$ cat src/rtl/sprite_overlay.sv
// Draws a solid sprite over a timing-generator pixel stream with a two-stage pipeline.
// Sprite moves are requested via a valid/ready handshake and applied only at frame boundaries.
module sprite_overlay #(
    parameter int          H_PIXELS  = 640,
    parameter int          V_PIXELS  = 480,
    parameter int          SPR_W     = 16,
    parameter int          SPR_H     = 16,
    parameter logic [11:0] BG_COLOR  = 12'h000,
    parameter logic [11:0] SPR_COLOR = 12'hF00
) (
    input  logic       pixel_clk,
    input  logic       rst,
    input  logic       h_sync_in,
    input  logic       v_sync_in,
    input  logic       disp_enbl_in,
    input  logic [9:0] h_coord,
    input  logic [9:0] v_coord,
    input  logic       pos_valid,
    input  logic [9:0] pos_x,
    input  logic [9:0] pos_y,
    output logic       pos_ready,
    output logic       h_sync_out,
    output logic       v_sync_out,
    output logic [3:0] red,
    output logic [3:0] green,
    output logic [3:0] blue,
    output logic       frame_tick
);

    localparam logic [9:0]  X_MAX   = 10'(H_PIXELS - SPR_W);
    localparam logic [9:0]  Y_MAX   = 10'(V_PIXELS - SPR_H);
    localparam logic [9:0]  X_CTR   = 10'((H_PIXELS - SPR_W) / 2);
    localparam logic [9:0]  Y_CTR   = 10'((V_PIXELS - SPR_H) / 2);
    localparam logic [9:0]  V_BOUND = 10'(V_PIXELS);
    localparam logic [10:0] SPR_W11 = 11'(SPR_W);
    localparam logic [10:0] SPR_H11 = 11'(SPR_H);

    typedef enum logic [0:0] {
        IDLE    = 1'b0,
        PENDING = 1'b1
    } state_t;

    state_t      state_q, state_d;
    logic [9:0]  pend_x_q, pend_x_d, pend_y_q, pend_y_d;
    logic [9:0]  act_x_q, act_x_d, act_y_q, act_y_d;
    logic        frame_tick_q, frame_tick_d;
    logic        hit_q, hit_d;
    logic        de_q, de_d, hs1_q, hs1_d, vs1_q, vs1_d;
    logic [11:0] rgb_q, rgb_d;
    logic        hs2_q, hs2_d, vs2_q, vs2_d;
    logic        boundary_s;

    function automatic logic [9:0] clamp(input logic [9:0] val, input logic [9:0] max_val);
        return (val > max_val) ? max_val : val;
    endfunction

    assign boundary_s = (h_coord == 10'd0) && (v_coord == V_BOUND);
    assign pos_ready  = (state_q == IDLE) && !rst;

    // Position handshake and boundary-synchronous update of the active position.
    always_comb begin
        state_d  = state_q;
        pend_x_d = pend_x_q;
        pend_y_d = pend_y_q;
        act_x_d  = act_x_q;
        act_y_d  = act_y_q;
        case (state_q)
            IDLE: begin
                if (pos_valid && pos_ready) begin
                    pend_x_d = clamp(pos_x, X_MAX);
                    pend_y_d = clamp(pos_y, Y_MAX);
                    state_d  = PENDING;
                end else begin
                    state_d  = IDLE;
                end
            end
            PENDING: begin
                if (boundary_s) begin
                    act_x_d = pend_x_q;
                    act_y_d = pend_y_q;
                    state_d = IDLE;
                end else begin
                    state_d = PENDING;
                end
            end
            default: state_d = IDLE;
        endcase
    end

    // Pixel pipeline: stage 1 evaluates the hit window, stage 2 picks the colour.
    always_comb begin
        frame_tick_d = boundary_s;
        hit_d = ({1'b0, h_coord} >= {1'b0, act_x_q}) &&
                ({1'b0, h_coord} <  ({1'b0, act_x_q} + SPR_W11)) &&
                ({1'b0, v_coord} >= {1'b0, act_y_q}) &&
                ({1'b0, v_coord} <  ({1'b0, act_y_q} + SPR_H11));
        de_d  = disp_enbl_in;
        hs1_d = h_sync_in;
        vs1_d = v_sync_in;
        hs2_d = hs1_q;
        vs2_d = vs1_q;
        if (!de_q) begin
            rgb_d = 12'h000;
        end else if (hit_q) begin
            rgb_d = SPR_COLOR;
        end else begin
            rgb_d = BG_COLOR;
        end
    end

    // State and pipeline registers; syncs reset to their inactive-high level.
    always_ff @(posedge pixel_clk) begin
        if (rst) begin
            state_q      <= IDLE;
            pend_x_q     <= 10'd0;
            pend_y_q     <= 10'd0;
            act_x_q      <= X_CTR;
            act_y_q      <= Y_CTR;
            frame_tick_q <= 1'b0;
            hit_q        <= 1'b0;
            de_q         <= 1'b0;
            hs1_q        <= 1'b1;
            vs1_q        <= 1'b1;
            rgb_q        <= 12'h000;
            hs2_q        <= 1'b1;
            vs2_q        <= 1'b1;
        end else begin
            state_q      <= state_d;
            pend_x_q     <= pend_x_d;
            pend_y_q     <= pend_y_d;
            act_x_q      <= act_x_d;
            act_y_q      <= act_y_d;
            frame_tick_q <= frame_tick_d;
            hit_q        <= hit_d;
            de_q         <= de_d;
            hs1_q        <= hs1_d;
            vs1_q        <= vs1_d;
            rgb_q        <= rgb_d;
            hs2_q        <= hs2_d;
            vs2_q        <= vs2_d;
        end
    end

    assign red        = rgb_q[11:8];
    assign green      = rgb_q[7:4];
    assign blue       = rgb_q[3:0];
    assign h_sync_out = hs2_q;
    assign v_sync_out = vs2_q;
    assign frame_tick = frame_tick_q;

endmodule
$ cat config.mk
export PLATFORM = sky130hd
export DESIGN_NAME = sprite_overlay
export DESIGN_NICKNAME = d
export VERILOG_FILES = /design/src/rtl/sprite_overlay.sv
export SDC_FILE = /design/constraint.sdc
export NUM_CORES = 1
export LEC_CHECK = 0
export ABC_AREA = 1
export ABC_CLOCK_PERIOD_IN_PS = 2850
export CAP_MARGIN = 20
export CORE_AREA = 10 10 86 88
export DETAILED_ROUTE_END_ITERATION = 8
export DIE_AREA = 0 0 96 98
export GPL_ROUTABILITY_DRIVEN = 0
export HOLD_SLACK_MARGIN = 0.1
export PLACE_DENSITY = 0.82
export SYNTH_ARGS = -nofsm -noshare
export SYNTH_HDL_FRONTEND = slang
export SYNTH_SLANG_ARGS = --single-unit
$ cat constraint.sdc
create_clock -name pixel_clk -period 2.85 [get_ports pixel_clk]
set_input_delay 0.57 -clock pixel_clk [delete_from_list [all_inputs] [get_ports pixel_clk]]
set_output_delay 0.57 -clock pixel_clk [all_outputs]
set_load 0.01 [all_outputs]
---- Word-level counts from Yosys, hierarchy flattened ----
Cells that the tools add are included.
cells by class
  reductions and logical operators ........ 11
  bitwise logic cells ..................... 2
  order comparisons ....................... 6
  add/sub/neg operators ................... 2
  mux-type cells .......................... 6
  equal/unequal tests ..................... 1
operator list
  operator                                                        count
  adder 10 x 5 -> 11 bit, second input constant                   2
  less-than comparator 10 x 11 -> 1 bit                           2
  greater-or-equal comparator 10 bit                              2
  two-way mux 10 bit                                              2
  two-way mux 12 bit                                              1
  == test 10 x 9 -> 1 bit, second input constant                  1
  greater-than comparator 10 bit, second input constant           1
  greater-than comparator 10 x 9 -> 1 bit, second input constant  1
  logical NOT 10 bit                                              1
  logical AND 1 bit                                               6
  AND reduction 2 bit                                             2
  two-way mux 1 bit                                               2
  NOT 1 bit                                                       2
  case mux 1 bit (2 select lines)                                 1
  OR reduction 2 bit                                              1
  logical NOT 1 bit                                               1
word-level totals
  word-level logic and storage cells ...... 41
  output and inout bits ................... 16
  input bits .............................. 46
  register bits after elaboration ......... 60

---- Longest topological paths before layout ----
Gate-level depths: netlist of run 1.
  depth after elaboration ................. 5
  depth in mapped cells ................... 12
  gate-level depth less buffers ........... 12

---- Worst setup path after synthesis of run 1 ----
Ideal clock, no wire load.
  path kind ............................... register to register
  start point ............................. register act_y_q[4]
  end point ............................... register hit_q
  data required time ...................... 2.739 ns
  path buffers ............................ 0
  cell stages (with the launch flop) ...... 11
  clock period less this slack ............ 1.668 ns
  data arrival time ....................... 1.557 ns
  path slack .............................. 1.182 ns
  library setup time ...................... 0.111 ns
  cells stage by stage .................... dfxtp_1 > ha_1 > nand3_1 > xor2_1 > ha_1 > a21oi_1 > or2_2 > nand2_1 > inv_1 > nand2_1 > nor2_1
on the way
  longest elaborated chain between the ends .. 3
  elaborated cells between the ends (all ways) .. 5
  those cells by class .................... add/sub: 1; order compare: 2; reduce/logical: 2
ends and longest elaborated chain
  what                                                                          line    source
  from (decl)                                                                   45      logic [9:0] act_x_q, act_x_d, act_y_q, act_y_d;
  from (signal assigned)                                                        132     act_y_q <= act_y_d;
  adder 10 x 5 -> 11 bit or greater-or-equal comparator 10 bit (tied branches)  96, 95
  less-than comparator 10 x 11 -> 1 bit or logical AND 1 bit (tied branches)    96, 94
  logical AND 1 bit *                                                           95      ({1'b0, v_coord} >= {1'b0, act_y_q}) &&
  to (signal assigned)                                                          134     hit_q <= hit_d;
  to (decl)                                                                     47      logic hit_q, hit_d;
Every way passes the cells marked *; elsewhere a longest branch is shown, timed or not.
A chain may end at the register's enable or synchronous reset.

---- Worst setup path after layout of run 1 ----
  start point ............................. input rst
  end point ............................... output pos_ready
on the way
  longest elaborated chain between the ends .. 2
ends and longest elaborated chain
  what               line  source
  from (decl)        12    input logic rst,
  logical NOT 1 bit  58    assign pos_ready = (state_q == IDLE) && !rst;
  logical AND 1 bit  58
  to (decl)          21    output logic pos_ready,
Every way passes these cells.

==> flow_summary_export.csv, run 1 <==
group,metric,value,unit
run_status,outcome,"finished, final reports clean",
timing,fin_hold_ws,0.427,ns
flow_run,drv_cap,0,
power_and_ir_drop,swShare,0.269,
yosys,synth_cells,451,
clock_network,holdBufCountCts,0,
worst_setup_path,cp-start-kind,"input pin",
layout,n_fill_cell,524,
timing,period_needed,2.46,ns
timing,fmax,406,MHz
yosys,avgSynthCellArea,6.85,um^2
floorplanning,fp.dieH,98,um
layout,area_delta_synth_final,20.5,%
detailed_routing,drt_wl_total,6690,um
layout,drive_gt1_frac,0.0420,
worst_setup_path,crit_type,"in2out",
detailed_routing,route.detailed.drc,0,
floorplanning,fp.dieW,96,um
timing,report.final.slew_viol_count,0,
floorplanning,dieArea,9410,um^2
floorplanning,num_io_pins,62,
placed_design,place_ws,0.376,ns
worst_setup_path,crit_required,2.28,ns
detailed_routing,antenna_left,0,
clock_network,clk_pin_slew,0.10,ns
power_and_ir_drop,ir_drop,0.311,mV
worst_setup_path,cp_slowest_cell,"clkdlybuf4s50_1",
worst_setup_path,path_max_fanout,9,
worst_hold_path,min_path_type,"reg2reg",
power_and_ir_drop,power_density,367,nW/um^2
floorplanning,placementRows,28,
yosys,synth-warning-count,0,
clock_network,cts.sinks,49,
detailed_routing,avgRoutedWirePerCell,11.6,um
worst_setup_path,cpMostUsedCell,"clkdlybuf4s50_1",
timing,setup_viol,0,
yosys,synthDistinctLibCells,30,
timing,tns,0,ns
yosys,synth_top_family_by_area,"simple AND/OR/NAND/NOR gates",
worst_setup_path,arrival,1.89,ns
power_and_ir_drop,p_comb_frac,0.162,
yosys,synthMuxAreaShare,0,
worst_setup_path,critPathBufInv,2,
yosys,ys_ff_latch,49,
worst_setup_path,max_stage_delay,0.57,ns
placed_design,dp_hpwl,5410,um
layout,fin_nets,579,
layout,regArea,981,um^2
clock_network,cts_setup_buffers,0,
worst_setup_path,crit_family,"buffers and inverters",
floorplanning,coreArea,5750,um^2
detailed_routing,vias_per_cell,4.88,
detailed_routing,via_count,2807,
layout,antenna_cells,0,
power_and_ir_drop,intPower,997,uW
timing,rsz0062_at_grt,"false",
global_route,antenna_found_initial,0,
yosys,synth_seq_area_share,0.318,
timing,finalCritPeriodShare,0.865,
detailed_routing,drtIter0Drc,124,
global_route,grt_pass1_wl,11500,um
layout,multiInputGateArea,1780,um^2
floorplanning,initial_core_util,0.537,
clock_network,cts_buffers,5,
global_route,grt_max_degree,33,
global_route,grt_pass1_vias,2785,
clock_network,cts_buffer_depth,2,
yosys,synth_fa_ha_area_frac,0.138,
timing,fin_ws,0.385,ns
clock_network,tritoncts,"done",
yosys,synth-xor-area-share,0.0227,
power_and_ir_drop,seq_power_share,0.527,
global_route,track_usage,0.145,
clock_network,clkLatencyLatePin,0.31,ns
yosys,synth-simple-area-share,0.340,
timing,skew,0.00581,ns
clock_network,htree_levels,2,
power_and_ir_drop,power.share.clock,0.311,
timing,hold_violations,0,
yosys,synth_compound_area_frac,0.0669,
worst_setup_path,cp_cell_sequence,"clkdlybuf4s50_1 -> nor2_1 -> clkdlybuf4s50_1",
placed_design,port_buffers,53,
power_and_ir_drop,netSwitchingPower,368,uW
yosys,netlist_area,3090,um^2
detailed_routing,drt_first_pass_iters,4,
clock_network,cts_resized,0,
global_route,overflow,0,
power_and_ir_drop,cellLeakagePower,1.96,nW
worst_setup_path,endpoint_kind,"output pin",
clock_network,root_buffer,"clkbuf_8",
==> worst reg2reg max path: cells and delay by family, from the launching register on <==
kind,cells,cell delay [ns]
AND/OR/NAND/NOR,6,0.56
adder cells (fa/ha/maj),2,0.55
flip-flops,1,0.43
AO/OA/AOI/OAI,1,0.18
XOR/XNOR,1,0.16
==> cell type report <==
class                      instances  area share
clock buffer                       5      0.0185
tap                               75      0.0252
inverter                          54      0.0545
sequential                        49       0.264
clock inverter                     3     0.00672
multi-input combinational        331       0.479
timing repair buffer              58       0.153
==> synthesized netlist by cell type <==
cell	number	area share
a21boi_0	1	0.0024
a21o_1	5	0.012
a21oi_1	17	0.028
a31oi_1	1	0.0020
buf_1	2	0.0024
buf_2	7	0.011
buf_4	11	0.027
buf_6	1	0.0036
clkbuf_1	2	0.0024
clkbuf_2	1	0.0016
conb_1	1	0.0012
dfxtp_1	49	0.32
ha_1	34	0.14
inv_1	54	0.066
nand2_1	112	0.14
nand3_1	34	0.055
nand3b_1	2	0.0049
nand4_1	10	0.020
nand4_4	1	0.0069
nor2_1	74	0.090
nor2_4	1	0.0036
nor3_1	3	0.0049
nor3b_4	1	0.0061
nor4_1	1	0.0020
o211ai_1	1	0.0024
o21ai_0	11	0.018
o31ai_1	1	0.0024
or2_2	5	0.010
xnor2_1	2	0.0057
xor2_1	6	0.017
==> registers in the layout (all words and copies together), names as in the netlist <==
register / count
state_q: 1
pend_x_q: 10
pend_y_q: 10
hit_q: 1
v_sync_out: 1
hs1_q: 1
vs1_q: 1
act_x_q: 10
de_q: 1
act_y_q: 10
h_sync_out: 1
frame_tick: 1
rgb_q: 1
==> stage by stage <==
| step | area, um^2 | util | std cells | total power, mW |
|---|---|---|---|---|
| floorplan | 3110 | - | 458 | 0.856 |
| global placement | 3630 | 0.631 | 567 | 0.948 |
| detailed placement | 3630 | 0.631 | 567 | 0.953 |
| CTS | 3720 | 0.648 | 575 | 1.38 |
| global route | 3720 | 0.648 | 575 | 1.43 |
| finish | 3720 | 0.648 | 575 | 1.36 |
==> layer usage <==
layer,up-vias,GRT usage,part of all wire
met5,-,0,0
met4,0,0.0647,0.021
met3,10,0.0306,0.062
met2,67,0.241,0.46
met1,1219,0.173,0.46
li1,1511,-,-
==> logic make-up (layout without fill, tap and decap cells) <==
| logic type | count (synthesis) | after routing |
|---|---|---|
| other cells | 1 | 8 |
| buf+inv | 78 | 120 |
| fa+ha+maj | 34 | 34 |
| simple gates | 244 | 244 |
| flops | 49 | 49 |
| xor+xnor | 8 | 8 |
| compound gates | 37 | 37 |
==> cell usage in the layout (no fill, tap or decap), drive strengths merged, types with 2 or more instances in the layout <==
cell type / n
nand3: 34
nand3b: 2
inv: 56
dfxtp: 49
a21oi: 17
nand4: 11
nor2: 75
conb: 8
a21o: 5
nor3: 3
ha: 34
clkdlybuf4s50: 53
xnor2: 2
xor2: 6
nand2: 112
or2: 5
buf: 5
o21ai: 11
clkbuf: 5
==> path summary, 6_finish.rpt <==
check | slack [ns] | end | cells past startpoint | from
hold / removal | 0.43 | h_sync_out$_SDFF_PP1_ | 1 | hs1_q$_SDFF_PP1_
setup / recovery | 0.39 | pos_ready | 3 | rst
setup reg to reg | 0.89 | hit_q$_SDFF_PP0_ | 10 | act_x_q[4]$_SDFFE_PP1P_
hold reg to reg | 0.43 | h_sync_out$_SDFF_PP1_ | 1 | hs1_q$_SDFF_PP1_
==> power by group through the flow <==
stage	logic (mW)	clock network (mW)	registers [mW]
floorplan	0.124	0	0.732
global placement	0.214	0	0.734
detailed placement	0.219	0	0.734
CTS	0.221	0.436	0.719
global route	0.249	0.462	0.722
finish	0.221	0.424	0.719
Power figures use the tool's default switching activity.
==> inputs of run 2 (changes only) <==
- CTS_CLUSTER_DIAMETER: unset -> 30
- SKIP_LAST_GASP: unset -> 1
==> results of run 2 <==
No change in the layout: final DEF, timing and power equal those of run 1.
==> inputs of run 3 (changes only) <==
- ABC_CLOCK_PERIOD_IN_PS: 2850 -> unset
- CORE_AREA: 10 10 86 88 -> 10 10 117 66
- DIE_AREA: 0 0 96 98 -> 0 0 127 76
- PLACE_DENSITY: 0.82 -> 0.83
==> flow_summary_export.csv, run 3 (synthesized netlist as in run 1, its figures left out) <==
group,metric,value,unit
run_status,outcome,"finished, final reports clean",
power_and_ir_drop,intPower,1.19,mW
timing,fmax,428,MHz
layout,antenna_cells,0,
floorplanning,num_io_pins,62,
power_and_ir_drop,cellLeakagePower,2.00,nW
worst_setup_path,rrSetupSlack,0.88,ns
detailed_routing,wl_met1,3570,um
global_route,track_usage,0.163,
clock_network,cts.sinks,49,
clock_network,cts_buffer_depth,2,
floorplanning,fp.dieW,127,um
power_and_ir_drop,power_density,415,nW/um^2
layout,layout_common_cells,"112 x nand2_1, 74 x nor2_1, 54 x inv_1, 53 x clkdlybuf4s50_1, 49 x dfxtp_1",
timing,skew,0.00168,ns
worst_setup_path,path_max_fanout,2,
worst_hold_path,min_path_type,"reg2reg",
power_and_ir_drop,seq_power_share,0.461,
placed_design,port_buffers,53,
worst_setup_path,r2r_start,"act_x_q[4]$_SDFFE_PP1P_",
worst_setup_path,r2r-end,"hit_q$_SDFF_PP0_",
clock_network,holdBufCountCts,0,
power_and_ir_drop,power.share.clock,0.399,
layout,multiInputGateArea,1780,um^2
floorplanning,coreArea,5810,um^2
layout,area_delta_synth_final,22.9,%
clock_network,root_buffer,"clkbuf_16",
flow_run,drv_cap,0,
timing,tns,0,ns
floorplanning,placementRows,20,
worst_setup_path,crit_path_end,"pos_ready",
power_and_ir_drop,ir_drop,0.298,mV
layout,regArea,981,um^2
timing,rsz0062_at_grt,"false",
layout,drive_gt1_frac,0.0439,
timing,fin_ws,0.513,ns
timing,finalCritPeriodShare,0.820,
detailed_routing,route.detailed.drc,0,
worst_setup_path,endpoint_kind,"output pin",
floorplanning,initial_core_util,0.532,
detailed_routing,dr_wl_met3,295,um
detailed_routing,met2_length,3770,um
worst_setup_path,crit_required,2.28,ns
detailed_routing,drt_wl_total,7760,um
detailed_routing,avgRoutedWirePerCell,13.4,um
detailed_routing,via_count,2889,
clock_network,clkLatencyLatePin,0.29,ns
global_route,grt_pass1_wl,13500,um
detailed_routing,antenna_left,0,
placed_design,place_ws,0.459,ns
detailed_routing,drt_first_pass_iters,5,
floorplanning,fp.dieH,76,um
global_route,grt_pass1_vias,2989,
global_route,antenna_found_initial,0,
power_and_ir_drop,netSwitchingPower,384,uW
power_and_ir_drop,swShare,0.244,
timing,report.final.slew_viol_count,0,
clock_network,cts_resized,0,
clock_network,tritoncts,"done",
global_route,grt_max_degree,33,
placed_design,dp_hpwl,6110,um
detailed_routing,vias_per_cell,5.00,
layout,n_fill_cell,519,
clock_network,clk_pin_slew,0.06,ns
detailed_routing,top_layer,"met4",
clock_network,cts_buffers,5,
worst_setup_path,cp-start-kind,"input pin",
layout,layout_commonest_cell,"nand2_1",
timing,setup_viol,0,
worst_setup_path,arrival,1.77,ns
worst_setup_path,crit_type,"in2out",
timing,period_needed,2.34,ns
power_and_ir_drop,p_comb_frac,0.140,
floorplanning,dieArea,9650,um^2
timing,relSlewSlack,0.666,
worst_setup_path,cp-startpoint,"rst",
layout,fin_nets,580,
global_route,overflow,0,
timing,worstMarginPinSlew,0.500,ns
detailed_routing,drtIter0Drc,156,
worst_setup_path,r2r_cells,10,
worst_hold_path,min_from,"vs1_q$_SDFF_PP1_",
clock_network,htree_levels,2,
timing,hold_violations,0,
clock_network,cts_setup_buffers,0,
-- run 3: critical path, stage by stage --
cell and delay, ns:
clkdlybuf4s50_1 0.45, nor2_1 0.18, clkdlybuf4s50_1 0.57
-- run 3: how the worst min path moves through the flow --
stage / cells after the start / endpoint / slack, ns
2_1_floorplan: 1 / h_sync_out$_SDFF_PP1_ / 0.39
3_3_place_gp: 1 / h_sync_out$_SDFF_PP1_ / 0.39
3_5_place_dp: 1 / v_sync_out$_SDFF_PP1_ / 0.40
4_1_cts: 1 / v_sync_out$_SDFF_PP1_ / 0.41
5_1_grt: 2 / rgb_q[10]$_SDFF_PP0_ / 0.42
6_report: 1 / v_sync_out$_SDFF_PP1_ / 0.41
-- run 3: power groups by stage --
stage	combinational, mW	sequential (mW)	clock (mW)
2_1_floorplan	0.124	0.732	0
3_3_place_gp	0.210	0.739	0
3_5_place_dp	0.218	0.740	0
4_1_cts	0.221	0.725	0.628
5_1_grt	0.251	0.727	0.651
6_report	0.221	0.726	0.628
-- run 3: final cells by class --
| class | count | area share |
|---|---|---|
| clock inverters | 1 | 0.00132 |
| well taps | 77 | 0.0254 |
| clock buffers | 7 | 0.0402 |
| multi-input cells | 331 | 0.470 |
| inverters | 54 | 0.0534 |
| repair buffers | 59 | 0.152 |
| flip-flops and latches | 49 | 0.258 |
-- run 3: layer usage --
metal | up-vias | global-route usage
met1 | 1309 | 0.189
li1 | 1510 | -
met2 | 55 | 0.286
met5 | - | 0
met3 | 15 | 0.0410
met4 | 0 | 0.0486
-- run 3: stage by stage --
step	total power, mW	instances	instance area, um^2	hold WS (ns)	utilization
finish	1.57	578	3790	0.412	0.654
global route	1.63	578	3790	0.421	0.654
CTS	1.57	578	3790	0.411	0.654
detailed placement	0.959	570	3640	0.396	0.627
global placement	0.949	570	3640	0.391	0.627
floorplan	0.856	458	3110	0.389	-
